--- src/rtl/serial_paralelo_rx_pkg.sv ---
`default_nettype none
// ============================================================================
// Module  : serial_paralelo_rx_pkg
// Purpose : Shared PHY definitions for the serial receive path. Holds the
//           COM (alignment/idle) symbol used by both the transmitter's IDL
//           generator and the receiver, plus the receiver FSM state encoding.
// Ports   : none (package)
// Rev     : 1.0 - initial release
// ============================================================================
package serial_paralelo_rx_pkg;

  // Alignment / idle symbol shared with the transmitter's IDL generator.
  localparam logic [7:0] COM_SYMBOL_DEF = 8'hBC;

  // Receiver FSM encoding.
  typedef enum logic [1:0] {
    ST_SEARCH = 2'd0,
    ST_COUNT  = 2'd1,
    ST_ACTIVE = 2'd2
  } rx_state_t;

  // Bit position within the current byte, wraps 7 -> 0.
  function automatic logic [2:0] bit_cnt_inc(input logic [2:0] cnt);
    return cnt + 3'd1;
  endfunction

endpackage : serial_paralelo_rx_pkg
`default_nettype wire

--- src/rtl/serial_paralelo_rx_com_detector.sv ---
`default_nettype none
// ============================================================================
// Module  : serial_paralelo_rx_com_detector
// Purpose : Bit-serial shift register and COM comparator. Presents the byte
//           completed by the current serial bit (nxt) and flags when that
//           byte equals the COM symbol.
// Ports   : clk_32f  - bit clock
//           reset    - asynchronous, active-low reset
//           data_in  - serial data, MSB first
//           nxt      - {history[6:0], data_in}, the byte ending on this bit
//           is_com   - nxt == COM_SYMBOL
// Rev     : 1.0 - initial release
// ============================================================================
module serial_paralelo_rx_com_detector
  import serial_paralelo_rx_pkg::*;
#(
  parameter logic [7:0] COM_SYMBOL = COM_SYMBOL_DEF
) (
  input  logic       clk_32f,
  input  logic       reset,
  input  logic       data_in,
  output logic [7:0] nxt,
  output logic       is_com
);

  // Only the seven most recent bits are ever needed: the eighth comes
  // straight from data_in, so the oldest bit of the shift register would
  // never be read.
  logic [6:0] hist;

  assign nxt    = {hist, data_in};
  assign is_com = (nxt == COM_SYMBOL);

  always_ff @(posedge clk_32f or negedge reset) begin
    if (!reset) begin
      hist <= '0;
    end else begin
      hist <= nxt[6:0];
    end
  end

endmodule : serial_paralelo_rx_com_detector
`default_nettype wire

--- src/rtl/serial_paralelo_rx.sv ---
`default_nettype none
// ============================================================================
// Module  : serial_paralelo_rx
// Purpose : Serial-to-parallel receiver. Bit-slides to find COM (0xBC)
//           alignment, requires COM_COUNT consecutive aligned COMs before
//           declaring the link active, then emits each aligned non-COM byte
//           with a one-cycle valid strobe.
// Ports   : clk_32f   - bit clock, one serial bit per rising edge
//           reset     - asynchronous, active-low reset
//           data_in   - serial data, MSB of each byte first
//           data_out  - last aligned byte received while active
//           valid_out - one-cycle strobe, data_out holds a new non-COM byte
//           active    - link aligned and active
// Config  : `define LOS_DETECT_EN to drop the link after LOS_BYTES
//           consecutive aligned 0x00 bytes. Without it ACTIVE is left only
//           by reset.
// Rev     : 1.0 - initial release
// ============================================================================
module serial_paralelo_rx
  import serial_paralelo_rx_pkg::*;
#(
  parameter logic [7:0]  COM_SYMBOL = COM_SYMBOL_DEF,
  parameter int unsigned COM_COUNT  = 4,
  parameter int unsigned LOS_BYTES  = 16
) (
  input  logic       clk_32f,
  input  logic       reset,
  input  logic       data_in,
  output logic [7:0] data_out,
  output logic       valid_out,
  output logic       active
);

  localparam logic [3:0] COM_TARGET = 4'(COM_COUNT);

  // Parameter range checks, evaluated at elaboration.
  if (COM_COUNT < 1 || COM_COUNT > 15) begin : g_bad_com_count
    $error("serial_paralelo_rx: COM_COUNT must be in 1..15");
  end
  if (LOS_BYTES < 1 || LOS_BYTES > 31) begin : g_bad_los_bytes
    $error("serial_paralelo_rx: LOS_BYTES must be in 1..31");
  end

  // --------------------------------------------------------------------------
  // Shift register / COM comparator
  // --------------------------------------------------------------------------
  logic [7:0] nxt;
  logic       is_com;

  serial_paralelo_rx_com_detector #(
    .COM_SYMBOL (COM_SYMBOL)
  ) u_com_detector (
    .clk_32f (clk_32f),
    .reset   (reset),
    .data_in (data_in),
    .nxt     (nxt),
    .is_com  (is_com)
  );

  // --------------------------------------------------------------------------
  // State and next-state signals
  // --------------------------------------------------------------------------
  rx_state_t  state,     state_n;
  logic [2:0] bit_cnt,   bit_cnt_n;
  logic [3:0] com_cnt,   com_cnt_n;
  logic [7:0] data_n;
  logic       valid_n;
  logic       active_n;
  logic [3:0] com_cnt_inc;

  assign com_cnt_inc = com_cnt + 4'd1;

`ifdef LOS_DETECT_EN
  localparam logic [4:0] LOS_TARGET = 5'(LOS_BYTES);
  logic [4:0] zero_cnt, zero_cnt_n;
  logic [4:0] zero_cnt_inc;
  assign zero_cnt_inc = zero_cnt + 5'd1;
`endif

  always_ff @(posedge clk_32f or negedge reset) begin
    if (!reset) begin
      state     <= ST_SEARCH;
      bit_cnt   <= '0;
      com_cnt   <= '0;
      data_out  <= '0;
      valid_out <= 1'b0;
      active    <= 1'b0;
`ifdef LOS_DETECT_EN
      zero_cnt  <= '0;
`endif
    end else begin
      state     <= state_n;
      bit_cnt   <= bit_cnt_n;
      com_cnt   <= com_cnt_n;
      data_out  <= data_n;
      valid_out <= valid_n;
      active    <= active_n;
`ifdef LOS_DETECT_EN
      zero_cnt  <= zero_cnt_n;
`endif
    end
  end

  always_comb begin
    state_n    = state;
    bit_cnt_n  = bit_cnt;
    com_cnt_n  = com_cnt;
    data_n     = data_out;
    valid_n    = 1'b0;
`ifdef LOS_DETECT_EN
    zero_cnt_n = zero_cnt;
`endif

    unique case (state)
      // Bit-sliding search: every cycle is a candidate byte boundary.
      ST_SEARCH: begin
        bit_cnt_n = 3'd0;
        if (is_com) begin
          com_cnt_n = 4'd1;
          state_n   = (COM_TARGET == 4'd1) ? ST_ACTIVE : ST_COUNT;
        end
      end

      // Alignment candidate found; confirm with further COMs on the same
      // byte grid. A miss restarts the search on the next cycle.
      ST_COUNT: begin
        bit_cnt_n = bit_cnt_inc(bit_cnt);
        if (bit_cnt == 3'd7) begin
          if (is_com) begin
            if (com_cnt_inc >= COM_TARGET) begin
              com_cnt_n = COM_TARGET;
              state_n   = ST_ACTIVE;
            end else begin
              com_cnt_n = com_cnt_inc;
            end
          end else begin
            com_cnt_n = 4'd0;
            state_n   = ST_SEARCH;
          end
        end
      end

      ST_ACTIVE: begin
        bit_cnt_n = bit_cnt_inc(bit_cnt);
        if (bit_cnt == 3'd7) begin
          data_n  = nxt;
          valid_n = !is_com;
`ifdef LOS_DETECT_EN
          if (nxt == 8'h00) begin
            if (zero_cnt_inc == LOS_TARGET) begin
              valid_n   = 1'b0;
              com_cnt_n = 4'd0;
              bit_cnt_n = 3'd0;
              state_n   = ST_SEARCH;
            end else begin
              zero_cnt_n = zero_cnt_inc;
            end
          end else begin
            zero_cnt_n = 5'd0;
          end
`endif
        end
      end

      default: begin
        state_n   = ST_SEARCH;
        bit_cnt_n = 3'd0;
        com_cnt_n = 4'd0;
      end
    endcase

    // active is registered so it changes on the same edge as the state.
    active_n = (state_n == ST_ACTIVE);

`ifdef LOS_DETECT_EN
    if (state_n != ST_ACTIVE) begin
      zero_cnt_n = 5'd0;
    end
`endif
  end

endmodule : serial_paralelo_rx
`default_nettype wire
--- config.mk ---
export PLATFORM = sky130hd
export DESIGN_NAME = serial_paralelo_rx
export DESIGN_NICKNAME = d
export VERILOG_FILES = /design/src/rtl/serial_paralelo_rx_pkg.sv /design/src/rtl/serial_paralelo_rx_com_detector.sv /design/src/rtl/serial_paralelo_rx.sv
export SDC_FILE = /design/constraint.sdc
export NUM_CORES = 1
export LEC_CHECK = 0
export BUFFER_PORTS_ARGS = -buffer_cell sky130_fd_sc_hd__buf_2
export CAP_MARGIN = 15
export CORE_AREA = 4 4 71 73
export DETAILED_ROUTE_END_ITERATION = 8
export DIE_AREA = 0 0 75 77
export PLACE_DENSITY = 0.45
export RECOVER_POWER = 25
export SYNTH_ARGS = -nofsm -noshare
export SYNTH_HDL_FRONTEND = slang
export SYNTH_SLANG_ARGS = --single-unit
--- constraint.sdc ---
create_clock -name clk_32f -period 3.45 [get_ports clk_32f]
set_clock_uncertainty 0.15 [all_clocks]
set_input_delay 0.69 -clock clk_32f [delete_from_list [all_inputs] [get_ports clk_32f]]
set_output_delay 0.69 -clock clk_32f [all_outputs]
set_load 0.01 [all_outputs]
==> results by group <==
Outcome
  – Status: finished, final reports clean

Placement
  – Pre-CTS setup slack: 1.146 ns
  – Area after DPL: 0.001197 sq mm
  – Port-buffer cells: 12
  – DP Cell Count: 142
  – Post-DP HPWL: 1334 um
  – GPL Wtd Cong: 0.7538

Clock tree
  – Post-CTS setup buffers: 0
  – Sink Count: 26
  – Hold Buf Count CTS: 0
  – CTS tree: done
  – CTS max path bufs: 2
  – Total CTS buffers: 3
  – H-tree Lvls: 1
  – Clock slew at reported path FFs: 0.09 ns
  – PostCTS Resize Cnt: 0
  – Clock insertion delay at the later pin of the skew report: 0.27 ns
  – Root Buffer: clkbuf_8

Layout
  – Synth-to-Final Area Change: 18.09%
  – Fin cells: 146
  – Final core occ: 29.08%
  – Post-route cell area: 0.001266 sq mm
  – Ant. Diodes: 0
  – NumNets Final: 105
  – Fraction of layout cells with a size suffix above 1: 27.66%

Timing
  – Final setup violation count: 0
  – Setup TNS: 0 ns
  – Worst setup margin: 1.375 ns
  – Slew HR: 11.99%
  – Max Transition Viols Final: 0
  – Final Hold Viols: 0
  – Final period utilization: 60.14%
  – RSZ-0062 raised after global routing: no
  – Slew @ Worst Pin: 1.320 ns
  – WHS: 0.2564 ns
  – Fmax: 0.4820 GHz
  – Tmin final: 2.075 ns

Global routing
  – First-pass GRT wire length: 3160 um
  – Vias in the first global route: 654
  – Largest net degree at the start of global routing: 27
  – Grt total ovfl: 0
  – Antenna violations before repair: 0
  – Global Route Usage Sum: 7.086%

Logic synthesis
  – EDFF count, synth: 0
  – Main synth FF type: dfrtp_1
  – Synth warn: 0
  – Synth top cells by count: 26 x dfrtp_1, 8 x mux2_2, 7 x ha_1
  – Most frequent cell after synthesis: dfrtp_1
  – Fraction of registers with async set/reset: 100.0%
  – Syn_nets: 88
  – Mapped Avg Cell Area: 13.75 sq um
  – Register bit total from synthesis: 26
  – Seq/Total Area, Yosys: 60.68%
  – Leading area contributor after synthesis: dfrtp_1
  – Post-synth top area share: 60.68%
  – Syn Inst Count: 78
  – Cell Area, Synth: 0.001072 sq mm
  – Library cells used by synthesis: 25
  – Synth area leaders: dfrtp_1 61%, mux2_2 8.4%, ha_1 8.2%

Power
  – Final Power: 0.6481 mW
  – Pwr dens: 511.8 mW/mm^2
  – Leakage: 0.6139 nW
  – Max VDD drop: 0.1425 mV

Floorplanning
  – Die height: 77 um
  – Standard-cell rows: 24
  – Total core area: 0.004354 sq mm
  – Ports: 13
  – Width of the chip: 75 um
  – Initial Util: 24.63%
  – Die area: 0.005775 sq mm

Routing
  – Met2 routed WL: 804 um
  – Met1 Wirelength: 890 um
  – # DRC: 0
  – Met3 wire len: 50 um
  – Number of DRC markers in iteration 0: 9
  – Per-cell routed wire length: 12.34 um
  – Router iterations before antenna repair: 4
  – Via Count: 652
  – ANT nets after route: 0
  – Detailed Route WL: 1801 um
  – Vias per cell: 4.466
  – Top Layer Used: met4

Critical path
  – Critical Path Slowest Stage Cell: or4_4
  – Crit Path Max Fanout: 6
  – Worst r2r src: u_com_detector.hist[5]
  – Critical path cell sequence: nand4b_1 > or4_4 > a221o_1 > a22o_1
  – Crit path launch type: flip-flop
  – R2r endpoint: com_cnt[2]
  – CP Data Required Time: 3.47 ns
  – Crit end category: flip-flop
  – WP data arrival: 2.09 ns
  – Buf/Inv on CP: 0
  – R2r setup slk: 1.38 ns
  – CP delay by family, top: simple AND/OR/NAND/NOR gates
  – Kind of critical path: flip-flop to flip-flop
  – Worst reg-to-reg path cell count: 4
  – Worst path max stage delay: 0.53 ns

Min path
  – Worst Hold Launch: u_com_detector.hist[4]
  – Worst Hold Path Cells: 0
  – Hold crit path type: flip-flop to flip-flop
  – Hold Path End: u_com_detector.hist[5]

Flow run
  – Maxcap violations: 0
-- area by class of cell --
class / instances / area, sq um
timing repair buffer: 12 / 57.56
clock buffer: 3 / 41.29
tap: 52 / 65.06
multi-input combinational: 48 / 406.6
sequential: 26 / 650.6
clock inverter: 1 / 30.03
inverter: 4 / 15.01
fill: 443 / 3088
-- per-layer routing --
| metal | GRT usage [%] | up-vias |
|---|---|---|
| met1 | 9.902 | 324 |
| met2 | 9.930 | 10 |
| met3 | 0.9150 | 4 |
| met5 | 0 | - |
| met4 | 4.804 | 0 |
| li1 | - | 314 |
-- layout by cell type, fill, tap and decap left out, types with 2 or more instances in the layout --
cell type and instances:
buf_2 10, inv_1 4, a21oi_1 2, nand2_1 4, nor2_1 4, nor3_1 2
ha_1 7, clkbuf_8 3, dfrtp_1 26, nor2b_1 2, o21a_1 2, clkbuf_1 2
and2_1 3, mux2_2 8
-- sequential cells by signal (all words and copies together), names as in the netlist --
| signal | count |
|---|---|
| valid_out | 1 |
| u_com_detector.hist | 7 |
| state | 2 |
| bit_cnt | 3 |
| active | 1 |
| com_cnt | 4 |
| data_out | 8 |
-- where the power goes --
group	internal, mW	total [mW]	switching (mW)
Clock	0.155	0.255	0.0993
Combinational	0.0249	0.0579	0.0330
Sequential	0.321	0.336	0.0147
-- worst max path at each step --
stage,startpoint,endpoint,cells after the start
final,u_com_detector.hist[5],com_cnt[2],4
after global routing,u_com_detector.hist[5],active,5
after CTS,u_com_detector.hist[5],com_cnt[2],4
after floorplan,data_in,com_cnt[2],3
after global placement,data_in,active,5
after detailed placement,data_in,active,5
-- cell families after synthesis --
family	synth area share [%]
buffers and inverters	1.400
multiplexers	8.402
XOR/XNOR	0.8170
AO/OA/AOI/OAI	10.85
AND/OR/NAND/NOR	9.685
flip-flops	60.68
adder cells (fa/ha/maj)	8.168
(Power assumes the default switching activity.)
